**src/rtl/tmb_tx_link_ctrl_if.sv**
```systemverilog
// tmb_tx_link_ctrl_if
// Bundles the restart request, the three GTX status inputs and the reset /
// status outputs of the trigger-fiber TX link sequencer.
// master: the sequencer (drives resets and status, observes GTX status)
// slave : the surroundings (control register, GTX, trigger fiber block)
interface tmb_tx_link_ctrl_if;
    logic       RESTART;
    logic       TRG_TX_PLL_LOCK;
    logic       TRG_TXRESETDONE;
    logic       TX_SYNC_DONE;
    logic       TRG_TX_PLLRST;
    logic       TRG_GTXTXRST;
    logic       TRG_RST;
    logic       LINK_UP;
    logic [2:0] STATE;
    logic [7:0] RETRY_CNT;
    logic       TMO_ERR;

    modport master (
        input  RESTART,
        input  TRG_TX_PLL_LOCK,
        input  TRG_TXRESETDONE,
        input  TX_SYNC_DONE,
        output TRG_TX_PLLRST,
        output TRG_GTXTXRST,
        output TRG_RST,
        output LINK_UP,
        output STATE,
        output RETRY_CNT,
        output TMO_ERR
    );

    modport slave (
        output RESTART,
        output TRG_TX_PLL_LOCK,
        output TRG_TXRESETDONE,
        output TX_SYNC_DONE,
        input  TRG_TX_PLLRST,
        input  TRG_GTXTXRST,
        input  TRG_RST,
        input  LINK_UP,
        input  STATE,
        input  RETRY_CNT,
        input  TMO_ERR
    );
endinterface

```
**src/rtl/tmb_tx_link_ctrl.sv**
```systemverilog
// tmb_tx_link_ctrl
// Power-up / recovery sequencer for the trigger-fiber GTX transmitter in the
// TRG_CLK80 domain: PLL reset -> wait lock -> GTX TX reset -> wait reset-done
// -> wait phase-sync -> comma-idle -> link up, with timeouts and auto-retry.
// Optional feature macro: TMB_TXLINK_LOSS_MON_EN
//   defined   : lock or reset-done lost in S_RUN for a debounce interval
//               restarts the sequence and counts as a retry
//   undefined : S_RUN is left only by RST or RESTART
module tmb_tx_link_ctrl #(
    parameter int SIM_SPEEDUP = 0,
    parameter int PLLRST_CYC  = 16,
    parameter int GTXRST_CYC  = 16,
    parameter int LOCK_TMO    = 800000,
    parameter int IDLE_CYC    = 256
) (
    input  logic               TRG_CLK80,
    input  logic               RST,
    tmb_tx_link_ctrl_if.master link
);

    // Effective counts; simulation speed-up collapses every interval to 64
    localparam int C_PLLRST = (SIM_SPEEDUP == 1) ? 64 : PLLRST_CYC;
    localparam int C_GTXRST = (SIM_SPEEDUP == 1) ? 64 : GTXRST_CYC;
    localparam int C_TMO    = (SIM_SPEEDUP == 1) ? 64 : LOCK_TMO;
    localparam int C_IDLE   = (SIM_SPEEDUP == 1) ? 64 : IDLE_CYC;

    // Dwell-counter terminal values (a state of N cycles ends at N-1)
    localparam logic [19:0] C_PLLRST_LAST = 20'(C_PLLRST - 1);
    localparam logic [19:0] C_GTXRST_LAST = 20'(C_GTXRST - 1);
    localparam logic [19:0] C_TMO_LAST    = 20'(C_TMO - 1);
    localparam logic [19:0] C_IDLE_LAST   = 20'(C_IDLE - 1);

`ifdef TMB_TXLINK_LOSS_MON_EN
    localparam int         C_LOSS      = (SIM_SPEEDUP == 1) ? 64 : 4;
    localparam logic [6:0] C_LOSS_LAST = 7'(C_LOSS - 1);
`endif

    typedef enum logic [2:0] {
        S_PLLRST = 3'd0,
        S_WLOCK  = 3'd1,
        S_GTXRST = 3'd2,
        S_WDONE  = 3'd3,
        S_WSYNC  = 3'd4,
        S_IDLE   = 3'd5,
        S_RUN    = 3'd6
    } state_t;

    state_t      r_state;
    state_t      w_nextState;
    logic [19:0] r_cnt;
    logic        w_cntClr;
    logic        w_tmo;
    logic        w_loss;
    logic [7:0]  r_retry;
    logic        r_tmoErr;

    logic        r_lockMeta;
    logic        r_lockS;
    logic        r_doneMeta;
    logic        r_doneS;
    logic        r_syncMeta;
    logic        r_syncS;
    logic        w_lockClr;
    logic        w_doneClr;
    logic        w_syncClr;

    // A status input only means something once the block it reports on has
    // left reset, so each synchronizer is held clear until then. This makes
    // every wait state observe a fresh level (three cycles minimum).
    assign w_lockClr = RST || (r_state == S_PLLRST);
    assign w_doneClr = RST || (r_state inside {S_PLLRST, S_WLOCK, S_GTXRST});
    assign w_syncClr = RST || (r_state inside {S_PLLRST, S_WLOCK, S_GTXRST, S_WDONE});

    // Two-flop synchronizer for TX PLL lock
    always_ff @(posedge TRG_CLK80) begin
        if (w_lockClr) begin
            r_lockMeta <= 1'b0;
            r_lockS    <= 1'b0;
        end else begin
            r_lockMeta <= link.TRG_TX_PLL_LOCK;
            r_lockS    <= r_lockMeta;
        end
    end

    // Two-flop synchronizer for GTX TX reset-done
    always_ff @(posedge TRG_CLK80) begin
        if (w_doneClr) begin
            r_doneMeta <= 1'b0;
            r_doneS    <= 1'b0;
        end else begin
            r_doneMeta <= link.TRG_TXRESETDONE;
            r_doneS    <= r_doneMeta;
        end
    end

    // Two-flop synchronizer for TX phase-sync-done
    always_ff @(posedge TRG_CLK80) begin
        if (w_syncClr) begin
            r_syncMeta <= 1'b0;
            r_syncS    <= 1'b0;
        end else begin
            r_syncMeta <= link.TX_SYNC_DONE;
            r_syncS    <= r_syncMeta;
        end
    end

`ifdef TMB_TXLINK_LOSS_MON_EN
    logic       w_lossBad;
    logic [6:0] r_lossCnt;

    assign w_lossBad = !r_lockS || !r_doneS;

    // Debounce: counts consecutive S_RUN cycles with lock or reset-done low
    always_ff @(posedge TRG_CLK80) begin
        if (RST || (r_state != S_RUN) || !w_lossBad) begin
            r_lossCnt <= 7'd0;
        end else if (r_lossCnt != C_LOSS_LAST) begin
            r_lossCnt <= r_lossCnt + 7'd1;
        end
    end
`endif

    // Next-state decode; RESTART overrides any advance, timeout or loss
    always_comb begin
        w_nextState = r_state;
        w_tmo       = 1'b0;
        w_loss      = 1'b0;
        case (r_state)
            S_PLLRST: begin
                if (r_cnt == C_PLLRST_LAST) begin
                    w_nextState = S_WLOCK;
                end
            end
            S_WLOCK: begin
                if (r_lockS) begin
                    w_nextState = S_GTXRST;
                end else if (r_cnt == C_TMO_LAST) begin
                    w_nextState = S_PLLRST;
                    w_tmo       = 1'b1;
                end
            end
            S_GTXRST: begin
                if (r_cnt == C_GTXRST_LAST) begin
                    w_nextState = S_WDONE;
                end
            end
            S_WDONE: begin
                if (!r_lockS) begin
                    w_nextState = S_PLLRST;
                end else if (r_doneS) begin
                    w_nextState = S_WSYNC;
                end else if (r_cnt == C_TMO_LAST) begin
                    w_nextState = S_PLLRST;
                    w_tmo       = 1'b1;
                end
            end
            S_WSYNC: begin
                if (!r_lockS) begin
                    w_nextState = S_PLLRST;
                end else if (r_syncS) begin
                    w_nextState = S_IDLE;
                end else if (r_cnt == C_TMO_LAST) begin
                    w_nextState = S_PLLRST;
                    w_tmo       = 1'b1;
                end
            end
            S_IDLE: begin
                if (r_cnt == C_IDLE_LAST) begin
                    w_nextState = S_RUN;
                end
            end
            S_RUN: begin
`ifdef TMB_TXLINK_LOSS_MON_EN
                if (w_lossBad && (r_lossCnt == C_LOSS_LAST)) begin
                    w_nextState = S_PLLRST;
                    w_loss      = 1'b1;
                end
`endif
            end
            default: begin
                w_nextState = S_PLLRST;
            end
        endcase
        if (link.RESTART) begin
            w_nextState = S_PLLRST;
            w_tmo       = 1'b0;
            w_loss      = 1'b0;
        end
    end

    // The dwell counter restarts whenever the sequence moves or is restarted
    assign w_cntClr = (w_nextState != r_state) || link.RESTART;

    // State register and dwell counter
    always_ff @(posedge TRG_CLK80) begin
        if (RST) begin
            r_state <= S_PLLRST;
            r_cnt   <= 20'd0;
        end else begin
            r_state <= w_nextState;
            r_cnt   <= w_cntClr ? 20'd0 : (r_cnt + 20'd1);
        end
    end

    // Saturating retry counter and sticky timeout flag
    always_ff @(posedge TRG_CLK80) begin
        if (RST) begin
            r_retry  <= 8'd0;
            r_tmoErr <= 1'b0;
        end else begin
            if ((w_tmo || w_loss) && (r_retry != 8'hFF)) begin
                r_retry <= r_retry + 8'd1;
            end
            if (link.RESTART) begin
                r_tmoErr <= 1'b0;
            end else if (w_tmo) begin
                r_tmoErr <= 1'b1;
            end
        end
    end

    // Outputs come only from registers, never from the status inputs
    assign link.TRG_TX_PLLRST = (r_state == S_PLLRST);
    assign link.TRG_GTXTXRST  = (r_state inside {S_PLLRST, S_WLOCK, S_GTXRST});
    assign link.TRG_RST       = (r_state != S_RUN);
    assign link.LINK_UP       = (r_state == S_RUN);
    assign link.STATE         = r_state;
    assign link.RETRY_CNT     = r_retry;
    assign link.TMO_ERR       = r_tmoErr;

endmodule

```
**src/flat_wrapper.sv**
```systemverilog
// flat-port wrapper written by rule: the top's interface ports become plain ports
module tmb_tx_link_ctrl_flat 
#(
    parameter int SIM_SPEEDUP = 0,
    parameter int PLLRST_CYC  = 16,
    parameter int GTXRST_CYC  = 16,
    parameter int LOCK_TMO    = 800000,
    parameter int IDLE_CYC    = 256
)
  (TRG_CLK80, RST, link_RESTART, link_TRG_TX_PLL_LOCK, link_TRG_TXRESETDONE, link_TX_SYNC_DONE, link_TRG_TX_PLLRST, link_TRG_GTXTXRST, link_TRG_RST, link_LINK_UP, link_STATE, link_RETRY_CNT, link_TMO_ERR);
  tmb_tx_link_ctrl_if link_i ();
  input  logic TRG_CLK80;
  input  logic RST;
  input wire logic [$bits(link_i.RESTART)-1:0] link_RESTART;
  input wire logic [$bits(link_i.TRG_TX_PLL_LOCK)-1:0] link_TRG_TX_PLL_LOCK;
  input wire logic [$bits(link_i.TRG_TXRESETDONE)-1:0] link_TRG_TXRESETDONE;
  input wire logic [$bits(link_i.TX_SYNC_DONE)-1:0] link_TX_SYNC_DONE;
  output wire logic [$bits(link_i.TRG_TX_PLLRST)-1:0] link_TRG_TX_PLLRST;
  output wire logic [$bits(link_i.TRG_GTXTXRST)-1:0] link_TRG_GTXTXRST;
  output wire logic [$bits(link_i.TRG_RST)-1:0] link_TRG_RST;
  output wire logic [$bits(link_i.LINK_UP)-1:0] link_LINK_UP;
  output wire logic [$bits(link_i.STATE)-1:0] link_STATE;
  output wire logic [$bits(link_i.RETRY_CNT)-1:0] link_RETRY_CNT;
  output wire logic [$bits(link_i.TMO_ERR)-1:0] link_TMO_ERR;
  assign link_i.RESTART = link_RESTART;
  assign link_i.TRG_TX_PLL_LOCK = link_TRG_TX_PLL_LOCK;
  assign link_i.TRG_TXRESETDONE = link_TRG_TXRESETDONE;
  assign link_i.TX_SYNC_DONE = link_TX_SYNC_DONE;
  assign link_TRG_TX_PLLRST = link_i.TRG_TX_PLLRST;
  assign link_TRG_GTXTXRST = link_i.TRG_GTXTXRST;
  assign link_TRG_RST = link_i.TRG_RST;
  assign link_LINK_UP = link_i.LINK_UP;
  assign link_STATE = link_i.STATE;
  assign link_RETRY_CNT = link_i.RETRY_CNT;
  assign link_TMO_ERR = link_i.TMO_ERR;
  tmb_tx_link_ctrl #(.SIM_SPEEDUP(SIM_SPEEDUP), .PLLRST_CYC(PLLRST_CYC), .GTXRST_CYC(GTXRST_CYC), .LOCK_TMO(LOCK_TMO), .IDLE_CYC(IDLE_CYC)) u_core (.TRG_CLK80(TRG_CLK80), .RST(RST), .link(link_i));
endmodule
```
**config.mk**
```make
export PLATFORM = sky130hd
export DESIGN_NAME = tmb_tx_link_ctrl_flat
export DESIGN_NICKNAME = d
export VERILOG_FILES = /design/src/rtl/tmb_tx_link_ctrl_if.sv /design/src/rtl/tmb_tx_link_ctrl.sv /design/src/flat_wrapper.sv
export SDC_FILE = /design/constraint.sdc
export NUM_CORES = 1
export LEC_CHECK = 0
export ABC_CLOCK_PERIOD_IN_PS = 4900
export CAP_MARGIN = 30
export CORE_UTILIZATION = 59
export CTS_CLUSTER_DIAMETER = 30
export DETAILED_ROUTE_END_ITERATION = 10
export GPL_TIMING_DRIVEN = 0
export MAX_ROUTING_LAYER = met4
export PLACE_DENSITY = 0.84
export SLEW_MARGIN = 20
export SYNTH_ARGS = -nofsm -noshare
export SYNTH_HDL_FRONTEND = slang
export SYNTH_SLANG_ARGS = --single-unit
export TNS_END_PERCENT = 10
```
**constraint.sdc**
```tcl
create_clock -name TRG_CLK80 -period 4.9 [get_ports TRG_CLK80]
set_clock_uncertainty 0.15 [all_clocks]
set_input_delay 1.225 -clock TRG_CLK80 [delete_from_list [all_inputs] [get_ports TRG_CLK80]]
set_output_delay 1.225 -clock TRG_CLK80 [all_outputs]
set_load 0.005 [all_outputs]
```
Word-level counts from Yosys, hierarchy flattened

Index checks and enable logic that the tools add are counted.

Divide/modulo/power cells: 0
Shift operators: 0
Multipliers: 0
Bitwise logic cells: 0
Reductions and logical operators: 10
$add $sub $neg: 2
Eq/ne operators: 12
Magnitude comparators: 0
Mux-type cells: 19

Operators with widths:

| operator              | number |
|---|---|
| $mux 3                | 10 |
| $pmux 3 s7            | 1 |
| $add 20x1->20 const B | 1 |
| $eq 20x20->1 const B  | 1 |
| $eq 20x4->1 const B   | 1 |
| $eq 20x8->1 const B   | 1 |
| $eq 3x3->1 const B    | 3 |
| $add 8x1->8 const B   | 1 |
| $ne 8x8->1 const B    | 1 |
| $mux 1                | 7 |
| $eq 3x2->1 const B    | 2 |
| $logic_or 1x1->1      | 4 |
| $reduce_bool 4->1     | 1 |
| $reduce_or 2->1       | 2 |
| $eq 3x1->1 const B    | 1 |
| $logic_not 3->1       | 1 |
| $ne 3x3->1            | 1 |
| $ne 3x3->1 const B    | 1 |
| $pmux 1 s3            | 1 |
| $reduce_bool 3->1     | 1 |
| $logic_and 1x1->1     | 1 |

Memory bits (writable): 0
Latch bits: 0
Flip-flop bits (word level): 38
Memories: 0
Bits of input ports: 6
Bits in read-only memories: 0

Logic depth before layout (Yosys ltp)

Depth after elaboration: 9
Gate-level depth with buffers: 7
Gate-level depth less buffers: 6

Worst setup path before layout

OpenSTA, ideal clock, no wires.

Path kind: input to register
Start: input port link_RESTART
End: register u_core.r_retry[6], in the netlist u_core.link.RETRY_CNT[6]
Buffers on the path: 1
Library setup time: 0.071 ns
Slack: 2.445 ns
Cell stages on the path: 5
Arrival: 2.234 ns
Cell sequence: nor3_1 > o2111ai_2 > buf_6 > or3_1 > a21oi_1

Word-level cells in the longest chain between the ends: 2

Ends and longest elaborated chain:

| element              | line                    | RTL |
|---|---|---|
| start, declared      | flat_wrapper.sv:14      | `input wire logic [$bits(link_i.RESTART)-1:0] link_RESTART;` |
| $mux 1               | tmb_tx_link_ctrl.sv:184 | `if (link.RESTART) begin` |
| $logic_and 1x1->1    | tmb_tx_link_ctrl.sv:211 | `if ((w_tmo \|\| w_loss) && (r_retry != 8'hFF)) begin` |
| end signal, assigned | tmb_tx_link_ctrl.sv:212 | `r_retry <= r_retry + 8'd1;` |
| end, declared        | tmb_tx_link_ctrl.sv:54  | `logic [7:0] r_retry;` |

Every way passes these cells.
A chain may end at the register's enable or synchronous reset.

Final worst setup path

Start: register u_core.r_state[2], in the netlist u_core.link.STATE[2]
End: output port link_LINK_UP

Word-level cells in the longest chain between the ends: 1

Ends and longest elaborated chain:

| element                | line                    | RTL |
|---|---|---|
| start, declared        | tmb_tx_link_ctrl.sv:48  | `state_t r_state;` |
| start signal, assigned | tmb_tx_link_ctrl.sv:200 | `r_state <= w_nextState;` |
| $eq 3x3->1             | tmb_tx_link_ctrl.sv:226 | `assign link.LINK_UP = (r_state == S_RUN);` |
| end, declared          | flat_wrapper.sv:21      | `output wire logic [$bits(link_i.LINK_UP)-1:0] link_LINK_UP;` |

Every way passes these cells.

==> flow_summary.ini <==
[clocking]
clockBufferDepth = 2
cts_resized = 0
cts-root-buf = clkbuf_4
cts_tree = yes
cts_hold_buffers = 0
clk_pin_slew_ns = 0.12
clock-sinks = 38
postCtsSetupRepairBufs = 0
clkLatencyLatePin_ns = 0.36
numCtsBuffers = 5
htreeDepth = 2

[outcome]
violations = design-rule violations
outcome = complete, but fails checks

[worst_hold_path]
worst_hold_path.endpoint = u_core.r_doneS
hold_path_depth = 1
holdCritStartpoint = u_core.r_doneMeta
hp-class = reg -> reg

[synth]
postSynthAreaPerCell_um2 = 8.61
ys.flop_type = dfxtp_1
ys_seq_area_frac = 0.419
synth_area_leaders = dfxtp_1 42%, nor3_1 6.6%, xor2_1 6.3%, nand4_1 3.8%, nor2_1 3.7%
synth_edf_count = 0
postSynthCellCount = 211
syn_nets = 219
yosysMostFrequentCell = dfxtp_1
syn-cell-area_mm2 = 0.00182
synth_top_area_cell = dfxtp_1
synthTopCellsByCount = 38 x dfxtp_1, 24 x nor3_1, 18 x nor2_1, 13 x xor2_1
async_flop_share = 0
synth_seq_cells = 38
yosysWarnings = 0
synth_cell_types = 41
yosysTopAreaCellShare = 0.419

[detailed_routing]
wl_um = 3980
viasPerCell = 6.07
ant_nets = 0
vias = 1644
drtIter0Drc = 81
wl_per_cell_um = 14.7
post-route-drc-count = 1
drt_first_pass_iters = 9

[worst_setup_path]
critical_path_class = reg -> out
crit_path_end_kind = primary output
reg2regPathDepth = 6
crit_top_cell = inv_1
arrival_ns = 2.06
r2r_slack_ns = 2.42
r2r-start = u_core.r_cnt[16]
worstPathMaxFanout = 8
cpLargestDelayFamily = buffers and inverters
crit_required_ns = 3.52
slowest_stage = clkdlybuf4s50_1
critPathMaxStageDelay_ns = 0.49
cp.depth = 6
cp-start-kind = register
timing.rr.end = u_core.r_cnt[15]
crit_buf_inv = 4
cp_cell_sequence = clkbuf_1, inv_1, nor2_1, nand2_1, inv_1, clkdlybuf4s50_1

[floorplanning]
dieArea_mm2 = 0.00331
die_width_um = 57.5
io_pins = 22
start_util = 0.642
rows = 19
coreArea_mm2 = 0.00283
die_h_um = 57.5

[global_route]
grt_pass1_wl_um = 6640
grtUsageTotal = 0.271
antenna_found_initial = 0
grt_pass1_vias = 1519
grt_max_degree = 14
overflow = 0

[pwr]
powerDensity_mw_per_mm2 = 252
ir_worst_vdd_mv = 0.231
p_leak_nw = 0.713

[cells_and_area]
fill_cells = 210
fin_nets = 247
final_layout_size_suffix_gt1_frac = 0.0958
area_growth_pct = 18.3
fin_util = 0.759
n_antenna_cell = 0

[sta]
finalSetupViolCount = 0
slew_violations = 0
hold_viol = 0
rsz0062_at_grt = false
finalCritPeriodShare = 0.701
maxSlewHeadroom = 0.566
fin_setup_tns_ns = 0
fin_crit_ns = 3.43
worst_pin_slew_ns = 0.647
max_freq_ghz = 0.291

[place]
gp_congestion = 0.896
port_buffers = 21
hpwl_um = 2880

[run]
maxCapViolCount = 0
through the flow:
| stage | instance area, um^2 | hold slack, ns | power (mW) | worst slack [ns] | instances |
|---|---|---|---|---|---|
| after floorplan | 1820 | 0.256 | 0.323 | 2.45 | 211 |
| after global placement | 2070 | 0.263 | 0.329 | 1.89 | 263 |
| after detailed placement | 2070 | 0.276 | 0.330 | 1.85 | 263 |
| after CTS | 2150 | 0.305 | 0.543 | 1.50 | 271 |
| after global routing | 2150 | 0.334 | 0.557 | 1.38 | 271 |
| final | 2150 | 0.303 | 0.542 | 1.47 | 271 |
cell usage in the layout, fill, tap and decap left out, drive strengths merged, types with 6 or more instances in the layout:
cell type	n
or3	6
nand3	12
clkbuf	8
clkdlybuf4s50	21
nor2	18
xnor2	6
nor3	24
o21ai	6
and2	6
nand2	12
a21oi	9
dfxtp	38
inv	6
nand4	11
buf	6
xor2	13
registers in the layout, indices dropped and copies added, names as in the netlist:
name / cells
u_core.link.RETRY_CNT: 8
u_core.link.STATE: 3
u_core.link.TMO_ERR: 1
u_core.r_cnt: 20
u_core.r_doneMeta: 1
u_core.r_doneS: 1
u_core.r_lockMeta: 1
u_core.r_lockS: 1
u_core.r_syncMeta: 1
u_core.r_syncS: 1
final cells by class:
cell class | count | area [um^2] | share of cell area
Multi-Input combinational cell | 158 | 986 | 0.459
Sequential cell | 38 | 761 | 0.354
Timing Repair Buffer | 21 | 210 | 0.0978
Buffer | 9 | 47.5 | 0.0221
Clock inverter | 3 | 45.0 | 0.0210
Tap cell | 31 | 38.8 | 0.0181
Clock buffer | 5 | 37.5 | 0.0175
Inverter | 6 | 22.5 | 0.0105
kinds of logic after synthesis:
logic type                 synth area share
muxes                               0.00551
xor gates and xnor gates             0.0916
DFF                                   0.419
AOI/OAI and AO/OA                     0.107
adders and majority gates            0.0138
buffers and inverters                0.0386
and+or+nand+nor                       0.324
report_power, final:
part | internal [mW] | total, mW | switching (mW) | leakage [nW]
logic | 0.00606 | 0.0127 | 0.00659 | 0.370
registers | 0.310 | 0.310 | 0.000839 | 0.306
clock network | 0.107 | 0.219 | 0.112 | 0.0374
worst max path at each step:
stage / startpoint / end / slack, ns
floorplan: link_RESTART / u_core.link.RETRY_CNT[6] / 2.45
global placement: link_RESTART / u_core.link.RETRY_CNT[6] / 1.89
detailed placement: link_RESTART / u_core.link.RETRY_CNT[7] / 1.85
CTS: u_core.link.STATE[2] / link_LINK_UP / 1.50
global route: u_core.link.STATE[2] / link_LINK_UP / 1.38
finish: u_core.link.STATE[2] / link_LINK_UP / 1.47
metal layers:
metal | wire length [um] | share of wire | GRT usage | vias up
met2 | 1930 | 0.48 | 0.427 | 62
met3 | 248 | 0.062 | 0.0544 | 7
li1 | - | - | - | 816
met5 | 0 | 0 | - | -
met4 | 59 | 0.015 | 0.118 | 0
met1 | 1750 | 0.44 | 0.336 | 759
(Power assumes the default switching activity.)
